--- config.mk ---
export PLATFORM = sky130hd
export DESIGN_NAME = uart_tx_arbiter
export DESIGN_NICKNAME = d
export VERILOG_FILES = /design/src/rtl/uart_tx_arbiter.sv
export SDC_FILE = /design/constraint.sdc
export NUM_CORES = 1
export LEC_CHECK = 0
export CAP_MARGIN = 20
export CORE_UTILIZATION = 47
export DETAILED_ROUTE_END_ITERATION = 8
export GPL_TIMING_DRIVEN = 1
export PLACE_DENSITY_LB_ADDON = 0.2
export REMOVE_ABC_BUFFERS = 1
export SLEW_MARGIN = 20
export SYNTH_ARGS = -nofsm -noshare
export SYNTH_HDL_FRONTEND = slang
export SYNTH_SLANG_ARGS = --single-unit
--- constraint.sdc ---
create_clock -name clk -period 4.5 [get_ports clk]
set_input_delay 0.675 -clock clk [delete_from_list [all_inputs] [get_ports clk]]
set_output_delay 0.675 -clock clk [all_outputs]
set_load 0.01 [all_outputs]
--- src/rtl/uart_tx_arbiter.sv ---
// Round-robin arbiter that lets NUM_REQ byte-stream requesters share one UART
// transmitter, one whole packet per grant, with an optional requester-ID header.
module uart_tx_arbiter #(
    parameter int NUM_REQ   = 4,
    parameter int ID_W      = 2,
    parameter int HEADER_EN = 1,
    parameter int MAX_LEN   = 64
) (
    input  logic                 clk,
    input  logic                 rst,
    input  logic [NUM_REQ-1:0]   req_valid_i,
    input  logic [NUM_REQ*8-1:0] req_data_i,
    input  logic [NUM_REQ-1:0]   req_last_i,
    output logic [NUM_REQ-1:0]   req_ready_o,
    output logic [7:0]           tx_data_o,
    output logic                 tx_en_o,
    input  logic                 tx_rdy_i,
    output logic [NUM_REQ-1:0]   grant_o,
    output logic                 busy_o,
    output logic                 pkt_done_o,
    output logic                 trunc_o
);

    // Handshakes: a requester byte moves when req_valid_i[k] & req_ready_o[k];
    // a transmitter load happens when tx_en_o & tx_rdy_i. Both complete on the
    // same edge in DATA because ready mirrors tx_rdy_i for the owner only.
    typedef enum logic [1:0] {S_IDLE, S_HDR, S_DATA} state_t;

    state_t             r_state, w_state_nxt;
    logic [ID_W-1:0]    r_rr, w_rr_nxt;
    logic [ID_W-1:0]    r_owner, w_owner_nxt;
    logic [NUM_REQ-1:0] r_grant, w_grant_nxt;
    logic [7:0]         r_count, w_count_nxt;
    logic               r_pkt_done, w_pkt_done_nxt;
    logic               r_trunc, w_trunc_nxt;
    logic [ID_W-1:0]    w_pick;
    logic               w_pick_ok;
    logic               w_load;
    logic               w_last;
    logic               w_cut;

    function automatic logic [ID_W-1:0] wrap_idx(input int v);
        return (v >= NUM_REQ) ? ID_W'(v - NUM_REQ) : ID_W'(v);
    endfunction

    // Descending scan so the smallest offset from the pointer wins.
    always_comb begin
        w_pick    = '0;
        w_pick_ok = 1'b0;
        for (int i = NUM_REQ - 1; i >= 0; i--) begin
            if (req_valid_i[wrap_idx(int'(r_rr) + i)]) begin
                w_pick    = wrap_idx(int'(r_rr) + i);
                w_pick_ok = 1'b1;
            end
        end
    end

    // tx_en_o/tx_data_o never look at tx_rdy_i, so no loop through the transmitter.
    always_comb begin
        tx_en_o     = 1'b0;
        tx_data_o   = 8'h00;
        req_ready_o = '0;
        case (r_state)
            S_HDR: begin
                tx_en_o   = 1'b1;
                tx_data_o = {4'hA, 4'(r_owner)};
            end
            S_DATA: begin
                tx_en_o              = req_valid_i[r_owner];
                tx_data_o            = req_data_i[{r_owner, 3'b000} +: 8];
                req_ready_o[r_owner] = tx_rdy_i;
            end
            default: ;
        endcase
    end

    assign w_load = tx_en_o & tx_rdy_i;
    assign w_last = req_last_i[r_owner];
    assign w_cut  = ((r_count + 8'd1) == 8'(MAX_LEN));

    always_comb begin
        w_state_nxt    = r_state;
        w_rr_nxt       = r_rr;
        w_owner_nxt    = r_owner;
        w_grant_nxt    = r_grant;
        w_count_nxt    = r_count;
        w_pkt_done_nxt = 1'b0;
        w_trunc_nxt    = 1'b0;
        case (r_state)
            S_IDLE: begin
                if (w_pick_ok) begin
                    w_owner_nxt = w_pick;
                    w_grant_nxt = NUM_REQ'(1) << w_pick;
                    w_count_nxt = 8'd0;
                    w_state_nxt = (HEADER_EN != 0) ? S_HDR : S_DATA;
                end
            end
            S_HDR: begin
                if (w_load) w_state_nxt = S_DATA;
            end
            S_DATA: begin
                if (w_load) begin
                    w_count_nxt = r_count + 8'd1;
                    if (w_last || w_cut) begin
                        w_state_nxt    = S_IDLE;
                        w_grant_nxt    = '0;
                        w_rr_nxt       = (int'(r_owner) == NUM_REQ - 1) ? '0 : r_owner + ID_W'(1);
                        w_pkt_done_nxt = 1'b1;
                        w_trunc_nxt    = ~w_last;
                    end
                end
            end
            default: w_state_nxt = S_IDLE;
        endcase
    end

    always_ff @(posedge clk) begin
        if (rst) begin
            r_state    <= S_IDLE;
            r_rr       <= '0;
            r_owner    <= '0;
            r_grant    <= '0;
            r_count    <= 8'd0;
            r_pkt_done <= 1'b0;
            r_trunc    <= 1'b0;
        end else begin
            r_state    <= w_state_nxt;
            r_rr       <= w_rr_nxt;
            r_owner    <= w_owner_nxt;
            r_grant    <= w_grant_nxt;
            r_count    <= w_count_nxt;
            r_pkt_done <= w_pkt_done_nxt;
            r_trunc    <= w_trunc_nxt;
        end
    end

    assign grant_o    = r_grant;
    assign busy_o     = (r_state != S_IDLE);
    assign pkt_done_o = r_pkt_done;
    assign trunc_o    = r_trunc;

endmodule

==> results of run 1 <==
[where the power goes]
group          internal, W  switching, W
Clock            0.0000902     0.0000604
Combinational     0.000199      0.000178
Sequential        0.000194     0.0000279
[layout make-up]
cell class | instances | area share, %
multi-input combinational | 143 | 48.4
timing repair buffer | 62 | 27.4
sequential | 20 | 17.7
tap | 44 | 2.43
inverter | 11 | 1.82
clock inverter | 1 | 1.32
clock buffer | 3 | 0.993
[per-stage QoR]
stage                     hold slack [ps]  area [um^2]  std cells
after global routing                  500         2270        284
after detailed placement              448         2210        280
after floorplan                       461         1540        174
final                                 477         2270        284
after global placement                454         2210        280
after CTS                             483         2270        284
[sequential cells by signal (all words and copies together), names as in the netlist]
name        count
r_owner         2
r_state         2
r_count         8
grant_o         4
trunc_o         1
pkt_done_o      1
r_rr            2
[metal layers]
layer,track usage (%),vias to the layer above,part of all wire [%]
met2,38.1,41,45
met4,4.65,0,0.31
li1,-,781,-
met1,28.1,710,48
met3,6.28,2,6.5
met5,0,-,0
[critical path, delay by kind of cell (launching register included)]
family	cells	cell delay (ps)
compound gates	2	220
buf+inv	1	470
simple gates	1	150
mux	1	410
flops	1	860
[cells by family (layout without fill, tap and decap cells)]
group                    count (synthesis)  in the layout
AO/OA/AOI/OAI                           43             43
multiplexers                            18             18
AND/OR/NAND/NOR                         73             73
flip-flops                              20             20
buffers and inverters                   21             77
adder cells (fa/ha/maj)                  9              9
[final timing paths]
check	start	end
setup reg to reg	r_owner[1]	grant_o[3]
hold / removal	grant_o[2]	grant_o[2]
hold reg to reg	grant_o[2]	grant_o[2]
setup / recovery	r_owner[0]	tx_data_o[1]
[cells in the final DEF (no fill, tap or decap), drive strengths merged, types with 3 or more instances in the layout]
| cell type | synthesis | layout |
|---|---|---|
| a211oi | 3 | 3 |
| a21oi | 16 | 16 |
| and2 | 10 | 10 |
| and3 | 8 | 8 |
| clkbuf | 3 | 3 |
| clkdlybuf4s50 | 0 | 62 |
| dfxtp | 20 | 20 |
| ha | 9 | 9 |
| inv | 11 | 11 |
| mux2i | 9 | 9 |
| mux4 | 7 | 7 |
| nand2 | 17 | 17 |
| nand2b | 3 | 3 |
| nand3 | 6 | 6 |
| nor2 | 16 | 16 |
| nor2b | 4 | 4 |
| o21ai | 5 | 5 |
| o22ai | 5 | 5 |
| o2bb2ai | 6 | 6 |
| or3 | 4 | 4 |
==> results.json, run 1 <==
{
  "synth-xor-area-share_pct": 0,
  "clkSinkCount": 20,
  "cap_violations": 0,
  "wl_mm": 3.90,
  "synth-simple-area-share_pct": 24.5,
  "routed-via-count": 1534,
  "cts_hold_buf": 0,
  "setup_slack_ps": 1390,
  "cts_resized": 0,
  "path_class": "reg -> out",
  "synth-compound-area-share_pct": 20.2,
  "port_buffers": 62,
  "coreArea_um2": 3130,
  "syn_to_final_growth_pct": 42.1,
  "p_total_w": 0.000749,
  "synth-seq-area-share_pct": 25.1,
  "synth_edf_count": 0,
  "synth_area_leader_cell": "dfxtp_1",
  "tritoncts": "built",
  "nNetsFinal": 293,
  "clkLatencyLatePin_ps": 320,
  "num-fill-cells": 266,
  "multi_input_area_um2": 1100,
  "min_path_type": "reg -> reg",
  "drive_gt1_share_pct": 10.0,
  "max_slew.worst_pin.slew_ps": 798,
  "antenna_found_initial": 0,
  "layout_min_cycle_time_ps": 3110,
  "cp.arrival_ps": 2430,
  "cp-end-kind": "output pin",
  "synth_fa_ha_area_share_pct": 7.06,
  "clk_pin_slew_ps": 120,
  "die_width_um": 60.3,
  "crit_slowest_cell": "dfxtp_1",
  "synth.ff_latch_count": 20,
  "synth-async-reset-ratio_pct": 0,
  "rsz0062_at_grt": "no",
  "crit_chain": "mux2_2 > a21oi_1 > o22ai_1 > and2_1 > clkdlybuf4s50_1",
  "setup-violations-final": 0,
  "slew_violations": 0,
  "worstPathMaxFanout": 17,
  "r2r_cells": 6,
  "diodes": 0,
  "synth_top_family_by_area": "simple AND/OR/NAND/NOR gates",
  "gp_congestion": 0.789,
  "synthFlopType": "dfxtp_1",
  "core.rowCount": 20,
  "drt_first_pass_iters": 4,
  "drt_drc_violations_left": 0,
  "die_area_um2": 3630,
  "hpwlAfterDp_mm": 3.04,
  "netlist_instances": 184,
  "cts_buffers": 3,
  "synth_most_common_cell": "dfxtp_1",
  "finalCritPeriodShare_pct": 69.1,
  "regArea_um2": 400,
  "post_synth_most_frequent_cells": "dfxtp_1, nand2_1, nor2_1",
  "p_per_area_nw_per_um2": 330,
  "start_util_pct": 51.0,
  "grt_pass1_vias": 1372,
  "grt_usage_pct": 22.5,
  "ant_nets": 0,
  "postLayoutCoreUtil_pct": 72.5,
  "required_ps": 3830,
  "ys_top_cells_by_area": "dfxtp_1, mux4_2, ha_1, mux2i_1, a21oi_1",
  "max_freq_ghz": 0.322,
  "h-tree-depth": 1,
  "hold_violations": 0,
  "max_stage_delay_ps": 860,
  "grt_pass1_wl_mm": 6.17,
  "drt_iter0_markers": 60,
  "io_pins": 63,
  "start_kind": "flip-flop",
  "wl_per_cell_um": 13.7,
  "grt-ovfl-total": 0,
  "clockBufferDepth": 2,
  "viasPerCell": 5.40,
  "worstHoldPathCells": 1,
  "cts_setup_buffers": 0,
  "synthMuxAreaShare_pct": 16.9,
  "grt_max_degree": 18,
  "max-vdd-ir-drop_uv": 257,
  "syn_area_um2": 1600,
  "die_h_um": 60.3,
  "ys_warn_count": 0,
  "leakage_nw": 0.839,
  "syn_area_per_cell_um2": 8.67,
  "netlist.area_leader.share_pct": 25.1,
  "final.setup.tns_ps": 0,
  "post-place-ws_ps": 1500,
  "slew_headroom_pct": 46.7,
  "synth_cell_type_count": 43,
  "ff2ff_setup_slack_ps": 2150,
  "fin_skew_ps": 9.76,
  "clockRootBuffer": "clkbuf_4",
  "status": "completed"
}
Note: power is estimated with default switching activity, not from simulation.
==> run 2: changes to the inputs <==
--- a/config.mk
+++ b/config.mk
@@ -6,7 +6,7 @@
 export NUM_CORES = 1
 export LEC_CHECK = 0
 export CAP_MARGIN = 20
-export CORE_UTILIZATION = 47
+export CORE_UTILIZATION = 39
 export DETAILED_ROUTE_END_ITERATION = 8
 export GPL_TIMING_DRIVEN = 1
 export PLACE_DENSITY_LB_ADDON = 0.2
==> constraint.sdc (replaced) <==
create_clock -name clk -period 2.7 [get_ports clk]
set_input_delay 0.405 -clock clk [delete_from_list [all_inputs] [get_ports clk]]
set_output_delay 0.405 -clock clk [all_outputs]
set_load 0.01 [all_outputs]
==> run 2 against run 1 <==
  * Worst setup slack lost 1200 ps
  * Largest power group unchanged
  * Non-clock buffer count increased by 6
  * Sequential share of layout area fell by 0.41 points
  * Routed wire length grew 3.1%
  * Critical path type unchanged
  * Clock-buffer cell count rose by 1
  * Combinational power increased by 75%
  * Cell area is 2.4% higher
==> results.json, run 2 (synthesized netlist as in run 1, its figures left out) <==
{
  "final.setup.tns_ps": 0,
  "h-tree-depth": 1,
  "port_buffers": 62,
  "max-vdd-ir-drop_uv": 350,
  "syn_to_final_growth_pct": 45.5,
  "cap_violations": 0,
  "swShare_pct": 35.8,
  "clockBufferDepth": 2,
  "antenna_found_initial": 0,
  "p_clk_share_pct": 18.4,
  "die_area_um2": 4350,
  "clockRootBuffer": "clkbuf_8",
  "grt_usage_pct": 18.8,
  "required_ps": 2300,
  "routed-via-count": 1538,
  "postLayoutCoreUtil_pct": 61.1,
  "nNetsFinal": 299,
  "drt_iter0_markers": 47,
  "layout_commonest_cell": "clkdlybuf4s50_1",
  "hpwlAfterDp_mm": 3.18,
  "intPower_w": 0.000798,
  "grt_pass1_vias": 1392,
  "max_slew.worst_pin.slew_ps": 474,
  "start_util_pct": 42.0,
  "hold_ws_ps": 468,
  "top_register": "r_count",
  "clkSinkCount": 20,
  "drive_gt1_share_pct": 12.6,
  "grt_max_degree": 13,
  "combPwrFrac_pct": 52.9,
  "grt_pass1_wl_mm": 6.44,
  "max_freq_ghz": 0.395,
  "clk_pin_slew_ps": 80,
  "drt_drc_violations_left": 0,
  "most-common-layout-cells": "clkdlybuf4s50_1, dfxtp_1, nand2_1, nor2_1, a21oi_1",
  "largest_reg_flops": 8,
  "start_kind": "flip-flop",
  "finalCritPeriodShare_pct": 93.7,
  "clkLatencyLatePin_ps": 260,
  "path_class": "reg -> out",
  "wl_mm": 4.02,
  "cts_buffers": 3,
  "place_area_um2": 2260,
  "grt-ovfl-total": 0,
  "drt_first_pass_iters": 4,
  "hold_violations": 0,
  "cp.arrival_ps": 2120,
  "min_path_type": "reg -> reg",
  "core.rowCount": 22,
  "ant_nets": 0,
  "die_width_um": 66.0,
  "seq_power_share_pct": 28.7,
  "num-fill-cells": 339,
  "fin_skew_ps": 3.37,
  "setup-violations-final": 0,
  "tritoncts": "built",
  "worstPathMaxFanout": 9,
  "design_area_um2": 2320,
  "p_per_area_nw_per_um2": 535,
  "slew_violations": 0,
  "leakage_nw": 0.872,
  "diodes": 0,
  "coreArea_um2": 3800,
  "slew_headroom_pct": 68.4,
  "viasPerCell": 5.23,
  "io_pins": 63,
  "rsz0062_at_grt": "no",
  "die_h_um": 66.0,
  "layout_min_cycle_time_ps": 2530,
  "wl_per_cell_um": 13.7,
  "p_sw_w": 0.000444,
  "gp_congestion": 0.827,
  "cp-end-kind": "output pin",
  "status": "completed"
}
==> run 2: routing by layer <==
| metal | vias to the layer above | GRT usage, % | part of all wire [%] |
|---|---|---|---|
| met1 | 699 | 25.3 | 49 |
| met4 | 0 | 4.79 | 0.52 |
| met5 | - | 0 | 0 |
| met2 | 49 | 30.6 | 43 |
| met3 | 4 | 3.79 | 7.6 |
| li1 | 786 | - | - |
==> run 2: metrics by stage <==
stage	instances	total power (W)	setup WS, ps
after global routing	294	0.00133	35.8
after detailed placement	290	0.00102	259
after CTS	294	0.00126	109
final	294	0.00124	171
after global placement	290	0.00101	274
after floorplan	174	0.000759	675
==> run 2: worst paths after layout <==
check | depth (start not counted) | end | from | slack [ps]
max | 5 | tx_data_o[1] | r_owner[0] | 170
max reg2reg | 7 | grant_o[2] | r_owner[0] | 550
min reg2reg | 1 | grant_o[0] | grant_o[0] | 470
min | 1 | grant_o[0] | grant_o[0] | 470
==> run 2: power by group through the flow <==
stage          Combinational, W  Sequential (W)  Clock [W]
3_3_place_gp           0.000646        0.000364          0
3_5_place_dp           0.000658        0.000364          0
2_1_floorplan          0.000388        0.000371          0
4_1_cts                0.000661        0.000358   0.000237
5_1_grt                0.000723        0.000363   0.000245
6_report               0.000657        0.000357   0.000228
==> run 2: repair_timing <==
| item | in CTS | in global routing |
|---|---|---|
| buffers inserted | 0 | 0 |
| resized for setup | 0 | 1 |
| hold buffers | 0 | 0 |
| setup endpoints to repair | 0 | 1 |
==> run 2: area by class of cell <==
class	count	area [um^2]	area share [%]
Inverter	11	41.3	1.78
Clock buffer	4	55.1	2.37
Multi-Input combinational cell	143	1100	47.3
Sequential cell	20	400	17.3
Timing Repair Buffer	68	666	28.7
Tap cell	48	60.1	2.59
==> run 2: worst max-delay path, stage by stage (launching register included) <==
cell and delay (ps):
dfxtp_1 620, mux2_2 390, a21oi_1 140, o22ai_1 80, and2_1 150, clkdlybuf4s50_1 480
